### src/rtl/seq_det_sched.sv
// Round-robin front end that shares one serial 10110 detector among NREQ requesters.
// Each granted word is flushed MSB-first through the detector and its hits are counted.
module seq_det_sched #(
  parameter int NREQ   = 4,
  parameter int WORD_W = 8,
  parameter int ID_W   = $clog2(NREQ),
  parameter int CNT_W  = $clog2(WORD_W) + 1
) (
  input  logic                   clk,
  input  logic                   reset_n,
  input  logic [NREQ-1:0]        req,
  input  logic [NREQ*WORD_W-1:0] req_data,
  output logic [NREQ-1:0]        gnt,
  output logic                   det_clr,
  output logic                   det_idata,
  output logic                   det_data_en,
  input  logic                   det_seqen,
  output logic                   done,
  output logic [ID_W-1:0]        done_id,
  output logic [CNT_W-1:0]       hit_cnt
);

  // state   | meaning
  // IDLE    | sample req, pick next requester round-robin
  // CLR     | one-cycle flush of the detector
  // SHIFT   | WORD_W bits presented to the detector
  // DRAIN   | catch the hit produced by the last bit
  // DONE    | completion pulse, grant released on exit
  localparam logic [2:0] S_IDLE  = 3'd0;
  localparam logic [2:0] S_CLR   = 3'd1;
  localparam logic [2:0] S_SHIFT = 3'd2;
  localparam logic [2:0] S_DRAIN = 3'd3;
  localparam logic [2:0] S_DONE  = 3'd4;

  localparam logic [CNT_W-1:0] LAST_BIT = CNT_W'(WORD_W - 1);

  logic [2:0]        state_q, state_d;
  logic [ID_W-1:0]   ptr_q;
  logic [WORD_W-1:0] shreg_q;
  logic [CNT_W-1:0]  bit_cnt_q;
  logic [CNT_W-1:0]  acc_q;
  logic [NREQ-1:0]   gnt_q;
  logic              det_clr_q;
  logic              det_en_q;
  logic              done_q;
  logic [ID_W-1:0]   done_id_q;
  logic [CNT_W-1:0]  hit_cnt_q;

  logic              sel_found;
  logic [ID_W-1:0]   sel_idx;
  logic              hit_inc;

  always_comb begin
    logic [ID_W-1:0] cand;
    cand      = '0;
    sel_found = 1'b0;
    sel_idx   = ptr_q;
    // search starts one past the last winner so every requester gets a turn
    for (int k = 1; k <= NREQ; k++) begin
      cand = ID_W'((int'(ptr_q) + k) % NREQ);
      if (!sel_found && req[cand]) begin
        sel_found = 1'b1;
        sel_idx   = cand;
      end
    end

    state_d = state_q;
    case (state_q)
      S_IDLE:  if (sel_found) state_d = S_CLR;
      S_CLR:   state_d = S_SHIFT;
      S_SHIFT: if (bit_cnt_q == LAST_BIT) state_d = S_DRAIN;
      S_DRAIN: state_d = S_DONE;
      S_DONE:  state_d = S_IDLE;
      default: state_d = S_IDLE;
    endcase
  end

  // a match seen while the first bit is presented belongs to the flush, not this job
  assign hit_inc = det_seqen &&
                   (((state_q == S_SHIFT) && (bit_cnt_q != '0)) || (state_q == S_DRAIN));

  always_ff @(posedge clk or negedge reset_n) begin
    if (!reset_n) begin
      state_q   <= S_IDLE;
      ptr_q     <= ID_W'(NREQ - 1);
      shreg_q   <= '0;
      bit_cnt_q <= '0;
      acc_q     <= '0;
      gnt_q     <= '0;
      det_clr_q <= 1'b0;
      det_en_q  <= 1'b0;
      done_q    <= 1'b0;
      done_id_q <= '0;
      hit_cnt_q <= '0;
    end else begin
      state_q   <= state_d;
      det_clr_q <= (state_d == S_CLR);
      det_en_q  <= (state_d == S_SHIFT);
      done_q    <= (state_d == S_DONE);
      if (hit_inc) acc_q <= acc_q + CNT_W'(1);

      case (state_q)
        S_IDLE: begin
          if (sel_found) begin
            shreg_q   <= req_data[sel_idx*WORD_W +: WORD_W];
            gnt_q     <= NREQ'(1) << sel_idx;
            ptr_q     <= sel_idx;
            acc_q     <= '0;
            bit_cnt_q <= '0;
          end
        end
        S_SHIFT: begin
          shreg_q   <= {shreg_q[WORD_W-2:0], 1'b0};
          bit_cnt_q <= bit_cnt_q + CNT_W'(1);
        end
        S_DRAIN: begin
          done_id_q <= ptr_q;
          hit_cnt_q <= acc_q + CNT_W'(det_seqen);
        end
        S_DONE: gnt_q <= '0;
        default: ;
      endcase
    end
  end

  assign gnt         = gnt_q;
  assign det_clr     = det_clr_q;
  assign det_idata   = shreg_q[WORD_W-1];
  assign det_data_en = det_en_q;
  assign done        = done_q;
  assign done_id     = done_id_q;
  assign hit_cnt     = hit_cnt_q;

endmodule

### config.mk
export PLATFORM = sky130hd
export DESIGN_NAME = seq_det_sched
export DESIGN_NICKNAME = d
export VERILOG_FILES = /design/src/rtl/seq_det_sched.sv
export SDC_FILE = /design/constraint.sdc
export NUM_CORES = 1
export LEC_CHECK = 0
export CAP_MARGIN = 25
export CORE_MARGIN = 2
export CORE_UTILIZATION = 45
export CTS_BUF_LIST = sky130_fd_sc_hd__clkbuf_4
export CTS_CLUSTER_DIAMETER = 150
export DETAILED_ROUTE_END_ITERATION = 7
export PLACE_DENSITY = 0.87
export SLEW_MARGIN = 0
export SYNTH_ARGS = -nofsm -noshare
export SYNTH_HDL_FRONTEND = slang
export SYNTH_SLANG_ARGS = --single-unit
export TNS_END_PERCENT = 20
### constraint.sdc
create_clock -name clk -period 1.85 [get_ports clk]
set_input_delay 0.2775 -clock clk [delete_from_list [all_inputs] [get_ports clk]]
set_output_delay 0.2775 -clock clk [all_outputs]
set_load 0.005 [all_outputs]
Word-level counts from Yosys, hierarchy flattened:

Cells that the tools add are included.

* output and inout port bits: 14
* input port bits: 39
* bits in registers: 34
* word-level logic and storage cells: 77

* shifts and indexed selects: 2
* multiplexer cells: 28
* reductions and logical operators: 16
* order comparisons: 4
* add/sub/neg operators: 7
* equal/unequal tests: 9

Operators with widths (count)
* 32-bit by 6-bit variable part select with 8-bit output: 1
* 4-bit two-way mux: 5
* 4-bit one-hot mux with 2 select lines: 2
* 8-bit one-hot mux with 2 select lines: 1
* 2-bit by 3-bit less-than comparator with 1-bit output (second input constant): 4
* 3-bit one-hot mux with 4 select lines: 1
* 3-bit by 2-bit == test with 1-bit output (second input constant): 3
* 4-bit by 1-bit adder with 4-bit output (second input constant): 2
* 1-bit binary-select mux with 2-bit select: 4
* 1-bit two-way mux: 8
* 2-bit two-way mux: 4
* 8-bit two-way mux: 1
* 3-bit by 1-bit == test with 1-bit output (second input constant): 2
* 3-bit == test (second input constant): 2
* 3-bit two-way mux: 2
* 2-bit AND reduction: 3
* 1-bit logical AND: 5
* 2-bit by 1-bit adder with 2-bit output (second input constant): 2
* 2-bit adder (second input constant): 2
* 4-bit by 1-bit adder with 4-bit output: 1
* 4-bit by 3-bit == test with 1-bit output (second input constant): 1
* 2-bit nonzero test: 2
* 4-bit nonzero test: 1
* 1-bit by 2-bit << shifter with 4-bit output (first input constant): 1
* 4 further kinds: 6

Depth between registers and ports, before layout:

Gate-level depths: netlist of run 1.

* word-level depth: 16
* gate-level depth with buffers: 8
* mapped depth without buffers: 7

Worst setup path before layout of run 1:

Ideal clock, no wire load.

* kind: register to register
* start point: register ptr_q[1]
* end point: register shreg_q[3]
* period minus slack after synthesis: 1.831 ns
* setup time: 0.132 ns
* data arrival time: 1.699 ns
* buffers on the path: 2
* slack: 0.019 ns
* required time: 1.718 ns
* cell stages (with the launch flop): 8
* cells stage by stage: dfstp_2 > buf_4 > or2_2 > a21oi_1 > a211oi_2 > buf_4 > mux2i_1 > o221ai_2

* longest elaborated chain between the ends: 16
* elaborated cells between the ends (all ways): 31
* classes of those cells: add/sub: 4; eq/ne: 1; shift: 1; mux: 18; reduce/logical: 7

Ends and longest elaborated chain
* start: declaration: line 38 `logic [ID_W-1:0] ptr_q;`
* start signal: assignment: line 85 `ptr_q <= ID_W'(NREQ - 1);`
* start signal: assignment: line 107 `ptr_q <= sel_idx;`
* 2-bit by 1-bit adder with 2-bit output: line 60 `cand = ID_W'((int'(ptr_q) + k) % NREQ);`
* 1-bit binary-select mux with 2-bit select: line 61 `if (!sel_found && req[cand]) begin`
* 1-bit two-way mux (implied by the code): line 61
* 1-bit two-way mux: line 61
* 1-bit logical NOT: line 61
* 1-bit logical AND: line 61
* 1-bit two-way mux: line 61
* 1-bit logical NOT: line 61
* 1-bit logical AND: line 61
* 1-bit two-way mux: line 61
* 1-bit logical NOT: line 61
* 1-bit logical AND: line 61
* 2-bit two-way mux: line 61
* 32-bit by 6-bit variable part select with 8-bit output: line 105 `shreg_q <= req_data[sel_idx*WORD_W +: WORD_W];`
* 8-bit two-way mux: line 104 `if (sel_found) begin`
* 8-bit one-hot mux with 2 select lines: line 102 `case (state_q)`
* end signal: assignment: line 105
* end signal: assignment: line 113 `shreg_q <= {shreg_q[WORD_W-2:0], 1'b0};`
* end: declaration: line 39 `logic [WORD_W-1:0] shreg_q;`

Parallel ways exist; a longest one is shown, timed or not. The select of a mux whose other input is x is not followed.
A chain may end at the register's enable or synchronous reset.

Worst setup path after layout of run 1:

* start point: register ptr_q[1]
* end point: register shreg_q[0]

Same word-level chain as after synthesis.

==> reports/metrics.yaml, run 1 <==
clk_pin_slew_ns: 0.11
cts.sinks: 34
io_pins: 53
r2r_slack_ns: 0.09
synth_area_leader_cell: "dfrtp_1"
crit_required_ns: 2.13
row_count: 23
drt_wl_total_um: 4290
setup_viol: 0
crit_chain: "mux2i_1 -> a21oi_2 -> buf_4 -> a21bo_2 -> a211o_1 -> o211ai_2"
critPathLaunchType: "flip-flop"
hold_path.class: "in -> async"
place_area_um2: 2620
power_mw: 3.93
reg2reg_depth: 6
worst_path_largest_cell_delay_ns: 0.61
nets: 298
grt_util_met1_pct: 26.0
tns_ns: 0
synth.distinct_cells: 50
synth_area_leaders: "dfrtp_1 (41%), mux2i_1 (9.3%), nand2_1 (3.9%)"
grtUsageMet3_pct: 5.52
layout_commonest_cell: "clkdlybuf4s50_1"
drive_gt1_share_pct: 20.8
synthesis.nets: 224
diodes: 0
hpwlAfterDp_um: 3220
grt_pass1_vias: 1639
p_leak_nw: 1.23
tritoncts: "yes"
drc: 0
synth_top_area_share_pct: 41.4
synth_edf_count: 0
r2r_start: "ptr_q[1]$_DFFE_PN1P_"
tightest_slew_ns: 0.486
status: "complete, no violations"
htree_num_levels: 2
worst_slew_margin_rel_pct: 67.2
cts-root-buf: "clkbuf_4"
layout_min_cycle_time_ns: 1.76
antenna_found_initial: 0
cts-buffers-inserted: 5
grt_max_degree: 35
cp_data_arrival_time_ns: 2.04
synth.yosys.seq_area_share_pct: 44.1
final_area_um2: 2710
met2_usage_pct: 30.8
post_drt_wl_per_cell_um: 14.1
drtIter0Drc: 88
cts_hold_buf: 0
fmax_mhz: 568
die_h_um: 69.5
p_per_area_nw_per_um2: 1450
drv_slew: 0
fp.coreArea_um2: 4060
post-route-period-util_pct: 95.1
grt_pass1_wl_um: 7510
drv_cap: 0
r2r_end: "shreg_q[0]$_DFFE_PN0P_"
start_util_pct: 47.6
pre_cts_ws_ns: -0.265
ys_seq_elements: 34
endpoint_kind: "flip-flop"
grt.busiest_layer: "met2"
die_x_um: 69.5
synthArstFlopShare_pct: 100
worst_slack_ns: 0.0897
synth_top_flop_cell: "dfrtp_1"
synth_area_um2: 1930
grt-ovfl-total: 0
vias_per_cell: 5.30
avgSynthCellArea_um2: 10.7
crit_type: "reg -> reg"
gp_congestion: 0.781
clock_latency_ns: 0.34
critPathMaxFanout: 6
crit_path_top_delay_cell: "dfstp_2"
fin_cells: 305
rsz0062_at_grt: "false"
place.port_buffers: 52
antenna_left: 0
netlist_instances: 180
hold_violations: 0
yosys_warnings: 0
vias: 1616
finClkSkew_ns: 0.00566
vdd_drop_max_uv: 854
drtPass1Iterations: 4
die_area_um2: 4840
dp_cells: 295
cts_buffer_depth: 2
area_delta_synth_final_pct: 40.3
final_cell_mix: "clkdlybuf4s50_1 (52), dfrtp_1 (32), buf_4 (22), nand2_1 (19), mux2i_1 (18)"
grt_use_total_pct: 19.5
-- flip-flops by register name, indices dropped and copies added, names as in the netlist --
register     count
ptr_q            2
gnt              4
shreg_q          8
state_q          3
acc_q            4
done             1
det_clr          1
hit_cnt          4
det_data_en      1
done_id          2
bit_cnt_q        4
-- cell type report --
cell class                 count  area [um^2]
clock buffer                   5         37.5
fill                         306         1350
timing repair buffer          76          717
inverter                       8         35.0
tap                           50         62.6
clock inverter                 3         11.3
multi-input combinational    129          995
sequential                    34          853
-- per-layer routing --
metal,part of all wire (%),up-vias
met5,0,-
met4,1.4,0
met3,4.6,6
met2,49,48
met1,45,761
li1,-,801
-- report_power, final --
part	switching [mW]	internal [mW]	total [mW]
combinational	1.08	1.21	2.29
sequential	0.198	1.05	1.25
clock	0.253	0.135	0.388
total	1.54	2.39	3.93
-- Yosys cell counts, types with 2 or more instances --
master	count
o21ai_1	2
nor2b_1	3
nand2b_1	2
ha_1	5
mux2_2	2
a32oi_1	2
and3_1	5
mux2i_1	18
nand4_1	2
dfstp_2	2
nand2_1	20
clkbuf_1	3
o221ai_2	5
nand3_1	4
xnor2_1	3
dfrtp_1	32
xor2_1	3
a22oi_1	3
o21ai_0	7
a211o_1	2
buf_4	3
o41ai_1	3
inv_1	7
nor2_1	7
and3b_1	2
o221ai_1	2
a21oi_1	8
-- how the worst max path moves through the flow --
stage / startpoint / endpoint / slack (ns)
floorplan: ptr_q[1]$_DFFE_PN1P_ / shreg_q[3]$_DFFE_PN0P_ / 0.02
global placement: req[2] / shreg_q[4]$_DFFE_PN0P_ / -0.22
detailed placement: req[2] / bit_cnt_q[1]$_DFFE_PN0P_ / -0.27
CTS: ptr_q[1]$_DFFE_PN1P_ / shreg_q[3]$_DFFE_PN0P_ / 0.06
global route: ptr_q[1]$_DFFE_PN1P_ / shreg_q[3]$_DFFE_PN0P_ / 0.01
finish: ptr_q[1]$_DFFE_PN1P_ / shreg_q[0]$_DFFE_PN0P_ / 0.09
-- timing repair --
item,CTS,global route
setup endpoints to repair,0,11
resized for setup,0,7
setup buffers,0,2
-- per-stage QoR --
step,hold slack (ns),utilization [%]
finish,0.333,66.8
global route,0.357,66.8
CTS,0.339,65.9
detailed placement,0.469,64.7
global placement,0.458,64.7
floorplan,-0.0181,-
-- logic make-up (layout without fill, tap and decap cells) --
family / after synthesis / after routing / share of synthesized area, %
AO/OA/AOI/OAI: 40 / 40 / 16.6
flip-flops: 34 / 34 / 44.1
adder cells (fa/ha/maj): 5 / 5 / 3.24
buffers and inverters: 17 / 92 / 5.44
AND/OR/NAND/NOR: 58 / 58 / 17.4
multiplexers: 20 / 20 / 10.5
XOR/XNOR: 6 / 6 / 2.72
-- critical path, delay by kind of cell (launching register included) --
kind	cells	cell delay (ns)
compound gates	4	0.68
buf+inv	1	0.15
flops	1	0.61
mux	1	0.24
(Power assumes the default switching activity.)
==> run 2: changes to the inputs <==
CAP_MARGIN = default   (was 25)
MAX_ROUTING_LAYER = met4   (was default)
SKIP_LAST_GASP = 1   (was default)
==> run 2 against run 1 <==
  * Worst hold slack worse by 0.0015 ns
  * Worst setup slack worse by 0.0069 ns
  * Clock power about the same
  * Highest routed layer unchanged
  * Fmax down 0.39%
  * Critical path type unchanged
  * Critical endpoint is now shreg_q[3]$_DFFE_PN0P_
  * Sequential cell count unchanged
  * Core utilization down 0.31 points
==> reports/metrics.yaml, run 2 (synthesis gave the netlist of run 1 again) <==
drt_wl_total_um: 4300
worst_slew_margin_rel_pct: 67.1
grt_max_degree: 35
grt_pass1_wl_um: 7530
fin_cells: 305
drc: 0
cts-buffers-inserted: 5
power_mw: 3.90
final_area_um2: 2700
hold_path.class: "in -> async"
worst_slack_ns: 0.0829
fp.coreArea_um2: 4060
r2r_end: "shreg_q[3]$_DFFE_PN0P_"
post-route-period-util_pct: 95.5
antenna_left: 0
drive_gt1_share_pct: 20.0
cts_hold_buf: 0
layout_commonest_cell: "clkdlybuf4s50_1"
antenna_found_initial: 0
cts-root-buf: "clkbuf_4"
cp_data_arrival_time_ns: 2.00
place.port_buffers: 52
drv_slew: 0
r2r_start: "ptr_q[1]$_DFFE_PN1P_"
finClkSkew_ns: 0.00632
top_register: "shreg_q"
crit_type: "reg -> reg"
grt_use_total_pct: 20.1
row_count: 23
tightest_slew_ns: 0.487
hpwlAfterDp_um: 3220
cts.sinks: 34
place_area_um2: 2620
reg2reg_depth: 6
status: "complete, no violations"
crit_required_ns: 2.08
largest_reg_flops: 8
setup_viol: 0
dp_cells: 295
die_area_um2: 4840
clock_latency_ns: 0.34
die_h_um: 69.5
pre_cts_ws_ns: -0.265
vdd_drop_max_uv: 852
io_pins: 53
nets: 298
fmax_mhz: 566
r2r_slack_ns: 0.08
post_drt_wl_per_cell_um: 14.1
drtPass1Iterations: 4
critPathMaxFanout: 12
layout_min_cycle_time_ns: 1.77
grt_pass1_vias: 1636
endpoint_kind: "flip-flop"
hold_violations: 0
vias_per_cell: 5.31
diodes: 0
drtIter0Drc: 81
rsz0062_at_grt: "true"
p_leak_nw: 1.23
start_util_pct: 47.6
tritoncts: "yes"
vias: 1619
final_cell_mix: "clkdlybuf4s50_1 (52), dfrtp_1 (32), buf_4 (23), nand2_1 (19), mux2i_1 (18)"
htree_num_levels: 2
p_per_area_nw_per_um2: 1450
cts_buffer_depth: 2
die_x_um: 69.5
clk_pin_slew_ns: 0.11
critPathLaunchType: "flip-flop"
area_delta_synth_final_pct: 39.6
grt-ovfl-total: 0
gp_congestion: 0.792
drv_cap: 0
run 2: per-layer routing:
metal	up-vias	wire length [um]	global-route usage (%)
li1	801	-	-
met1	770	1950	26.1
met2	41	2110	30.8
met3	7	173	5.52
met4	0	55	5.88
met5	-	0	-
run 2: layout make-up:
type,count,area (um^2)
Clock buffer,5,37.5
Fill cell,306,1360
Multi-Input combinational cell,129,986
Clock inverter,3,11.3
Sequential cell,34,853
Timing Repair Buffer,76,713
Tap cell,50,62.6
Inverter,8,35.0
run 2: through the flow:
step	setup TNS, ns	utilization [%]	hold WS (ns)
final	0	66.5	0.332
after floorplan	0	-	-0.0181
after CTS	0	65.9	0.339
after global routing	-0.0818	66.5	0.357
after detailed placement	-3.88	64.7	0.469
after global placement	-3.29	64.7	0.458
run 2: repair_timing:
action                     4_1_cts  5_1_grt
buffers inserted                 0        2
setup endpoints to repair        0       11
resized for setup                0        3
run 2: worst max-delay path: stages, from the launching register on:
cell and delay (ns):
dfstp_2 0.61, or2_2 0.13, a21oi_1 0.08, a211oi_2 0.20
buf_4 0.25, mux2i_1 0.27, o221ai_2 0.11
run 2: worst max-delay path by stage:
stage | startpoint | endpoint | slack (ns)
floorplan | ptr_q[1]$_DFFE_PN1P_ | shreg_q[3]$_DFFE_PN0P_ | 0.02
global placement | req[2] | shreg_q[4]$_DFFE_PN0P_ | -0.22
detailed placement | req[2] | bit_cnt_q[1]$_DFFE_PN0P_ | -0.27
CTS | ptr_q[1]$_DFFE_PN1P_ | shreg_q[3]$_DFFE_PN0P_ | 0.06
global route | bit_cnt_q[0]$_DFFE_PN0P_ | acc_q[3]$_DFF_PN0_ | -0.04
finish | ptr_q[1]$_DFFE_PN1P_ | shreg_q[3]$_DFFE_PN0P_ | 0.08
run 2: where the power goes:
group | internal [mW] | total, mW | switching [mW]
clock | 0.135 | 0.388 | 0.253
sequential | 1.05 | 1.25 | 0.198
combinational | 1.19 | 2.27 | 1.08
total | 2.37 | 3.90 | 1.53
==> run 3: changes to the inputs <==
CORE_UTILIZATION = 59   (was 45)
DONT_BUFFER_PORTS = 1   (was default)
==> run 3 against run 2 <==
  * The flow now finishes with violations (negative setup slack)
  * Sequential power is essentially flat
  * Largest cell class unchanged
  * Via count shrank 13%
  * Critical path type unchanged
  * Die area shrank 22%
  * Worst setup slack lost 0.13 ns
  * First-iteration DRC count grew 31%
==> reports/metrics.yaml, run 3 (synthesis gave the netlist of run 1 again) <==
status: "finished with violations"
violations: "negative setup slack"
vias_per_cell: 6.00
holdWs_ns: 0.154
clk_pin_slew_ns: 0.11
met2_usage_pct: 41.2
layout_commonest_cell: "dfrtp_1"
drv_cap: 0
rsz0062_at_grt: "true"
cts-root-buf: "clkbuf_4"
worst_slack_ns: -0.0427
crit_family: "flip-flops"
r2r_end: "shreg_q[4]$_DFFE_PN0P_"
combPwrFrac_pct: 52.4
grt.busiest_layer: "met2"
swShare_pct: 42.1
grt_util_met1_pct: 29.6
cts-buffers-inserted: 5
antenna_left: 0
hold_violations: 0
drtIter0Drc: 106
worst_slew_margin_rel_pct: 72.0
path_depth: 6
area_delta_synth_final_pct: 9.26
hold_path.class: "in -> reg"
hpwlAfterDp_um: 3120
cts_buffer_depth: 2
drive_gt1_share_pct: 20.8
row_count: 20
crit_required_ns: 2.06
p_per_area_nw_per_um2: 1650
grtUsageMet3_pct: 6.30
htree_num_levels: 2
p_leak_nw: 0.982
die_area_um2: 3750
antenna_found_initial: 0
grt_pass1_wl_um: 6400
crit_path_top_delay_cell: "dfstp_2"
post_drt_wl_per_cell_um: 17.1
place_area_um2: 2010
final_cell_mix: "dfrtp_1 (32), nand2_1 (20), mux2i_1 (16), buf_4 (9), a21oi_1 (8)"
critPathLaunchType: "flip-flop"
intPower_mw: 2.01
setup_viol: 4
power.switching_mw: 1.46
r2r_slack_ns: -0.04
fp.coreArea_um2: 3080
multi_input_area_um2: 991
drtPass1Iterations: 4
fmax_mhz: 528
die_h_um: 61.2
grt_use_total_pct: 24.9
worst_path_largest_cell_delay_ns: 0.61
drt_wl_total_um: 4030
grt_max_degree: 35
die_x_um: 61.2
start_util_pct: 62.8
finClkSkew_ns: 0.0139
reg2reg_depth: 6
place.port_buffers: 0
clock_latency_ns: 0.34
endpoint: "shreg_q[4]$_DFFE_PN0P_"
grt-ovfl-total: 0
diodes: 0
crit_buf_inv: 1
endpoint_kind: "flip-flop"
crit_type: "reg -> reg"
critPathMaxFanout: 10
vdd_drop_max_uv: 868
drv_slew: 0
final_area_um2: 2110
layout_min_cycle_time_ns: 1.89
gp_congestion: 0.807
top_register: "shreg_q"
io_pins: 53
vias: 1415
power_frac_seq_pct: 36.9
tightest_slew_ns: 0.415
drc: 0
seq_area_um2: 853
power_frac_clock_pct: 10.7
tns_ns: -0.0908
fillers: 233
largest_reg_flops: 8
startpoint: "ptr_q[0]$_DFFE_PN1P_"
crit_chain: "nand2b_1 -> a21oi_1 -> a211oi_2 -> buf_6 -> mux2i_1 -> o221ai_1"
post-route-period-util_pct: 102
tritoncts: "yes"
grt_pass1_vias: 1388
nets: 235
r2r_start: "ptr_q[0]$_DFFE_PN1P_"
cp_data_arrival_time_ns: 2.10
cts.sinks: 34
[run 3: worst min path at each step]
stage	startpoint	endpoint	slack, ns	cells after the start
global placement	reset_n	hit_cnt[2]$_DFFE_PN0N_	-0.02	0
global route	req_data[5]	shreg_q[5]$_DFFE_PN0P_	0.14	2
floorplan	reset_n	acc_q[0]$_DFF_PN0_	-0.02	0
detailed placement	reset_n	acc_q[3]$_DFF_PN0_	-0.02	0
finish	req_data[5]	shreg_q[5]$_DFFE_PN0P_	0.15	2
CTS	req_data[5]	shreg_q[5]$_DFFE_PN0P_	0.14	2
[run 3: worst reg2reg max path, cell delays in order, from the launching register on]
cell and delay (ns):
dfstp_2 0.61, nand2b_1 0.13, a21oi_1 0.10, a211oi_2 0.31
buf_6 0.24, mux2i_1 0.24, o221ai_1 0.15
[run 3: power groups by stage]
stage / Combinational, mW / Sequential [mW] / Clock, mW
2_1_floorplan: 1.45 / 1.22 / 0
3_3_place_gp: 1.68 / 1.27 / 0
3_5_place_dp: 1.76 / 1.29 / 0
4_1_cts: 1.81 / 1.28 / 0.383
5_1_grt: 1.99 / 1.33 / 0.431
6_report: 1.82 / 1.28 / 0.372
[run 3: metal layers]
layer	vias to the layer above	part of all wire, %
met4	0	0.72
met5	-	0
met3	4	4.6
li1	675	-
met2	47	53
met1	689	41
[run 3: repair_timing]
| item | in CTS | in global routing |
|---|---|---|
| setup endpoints to repair | 3 | 11 |
| buffers inserted | 0 | 0 |
| pin swaps | 0 | 0 |
| hold buffers | 2 | 0 |
| hold endpoints to repair | 34 | 0 |
| cloned | 0 | 0 |
| gates resized for setup | 3 | 2 |
[run 3: metrics by stage]
stage / instances / power, mW / setup WS [ns] / utilization [%]
final: 236 / 3.48 / -0.0427 / 68.6
after global placement: 226 / 2.95 / 0.115 / 65.4
after detailed placement: 226 / 3.05 / -0.0404 / 65.4
after global routing: 236 / 3.75 / -0.101 / 68.6
after floorplan: 180 / 2.67 / 0.0190 / -
after CTS: 236 / 3.47 / 0.00235 / 68.3
[run 3: area by class of cell]
cell class | count | area share, %
Tap cell | 44 | 2.61
Timing Repair Buffer | 13 | 6.10
Inverter | 8 | 1.66
Multi-Input combinational cell | 129 | 46.9
Clock inverter | 3 | 0.533
Clock buffer | 5 | 1.78
Sequential cell | 34 | 40.4
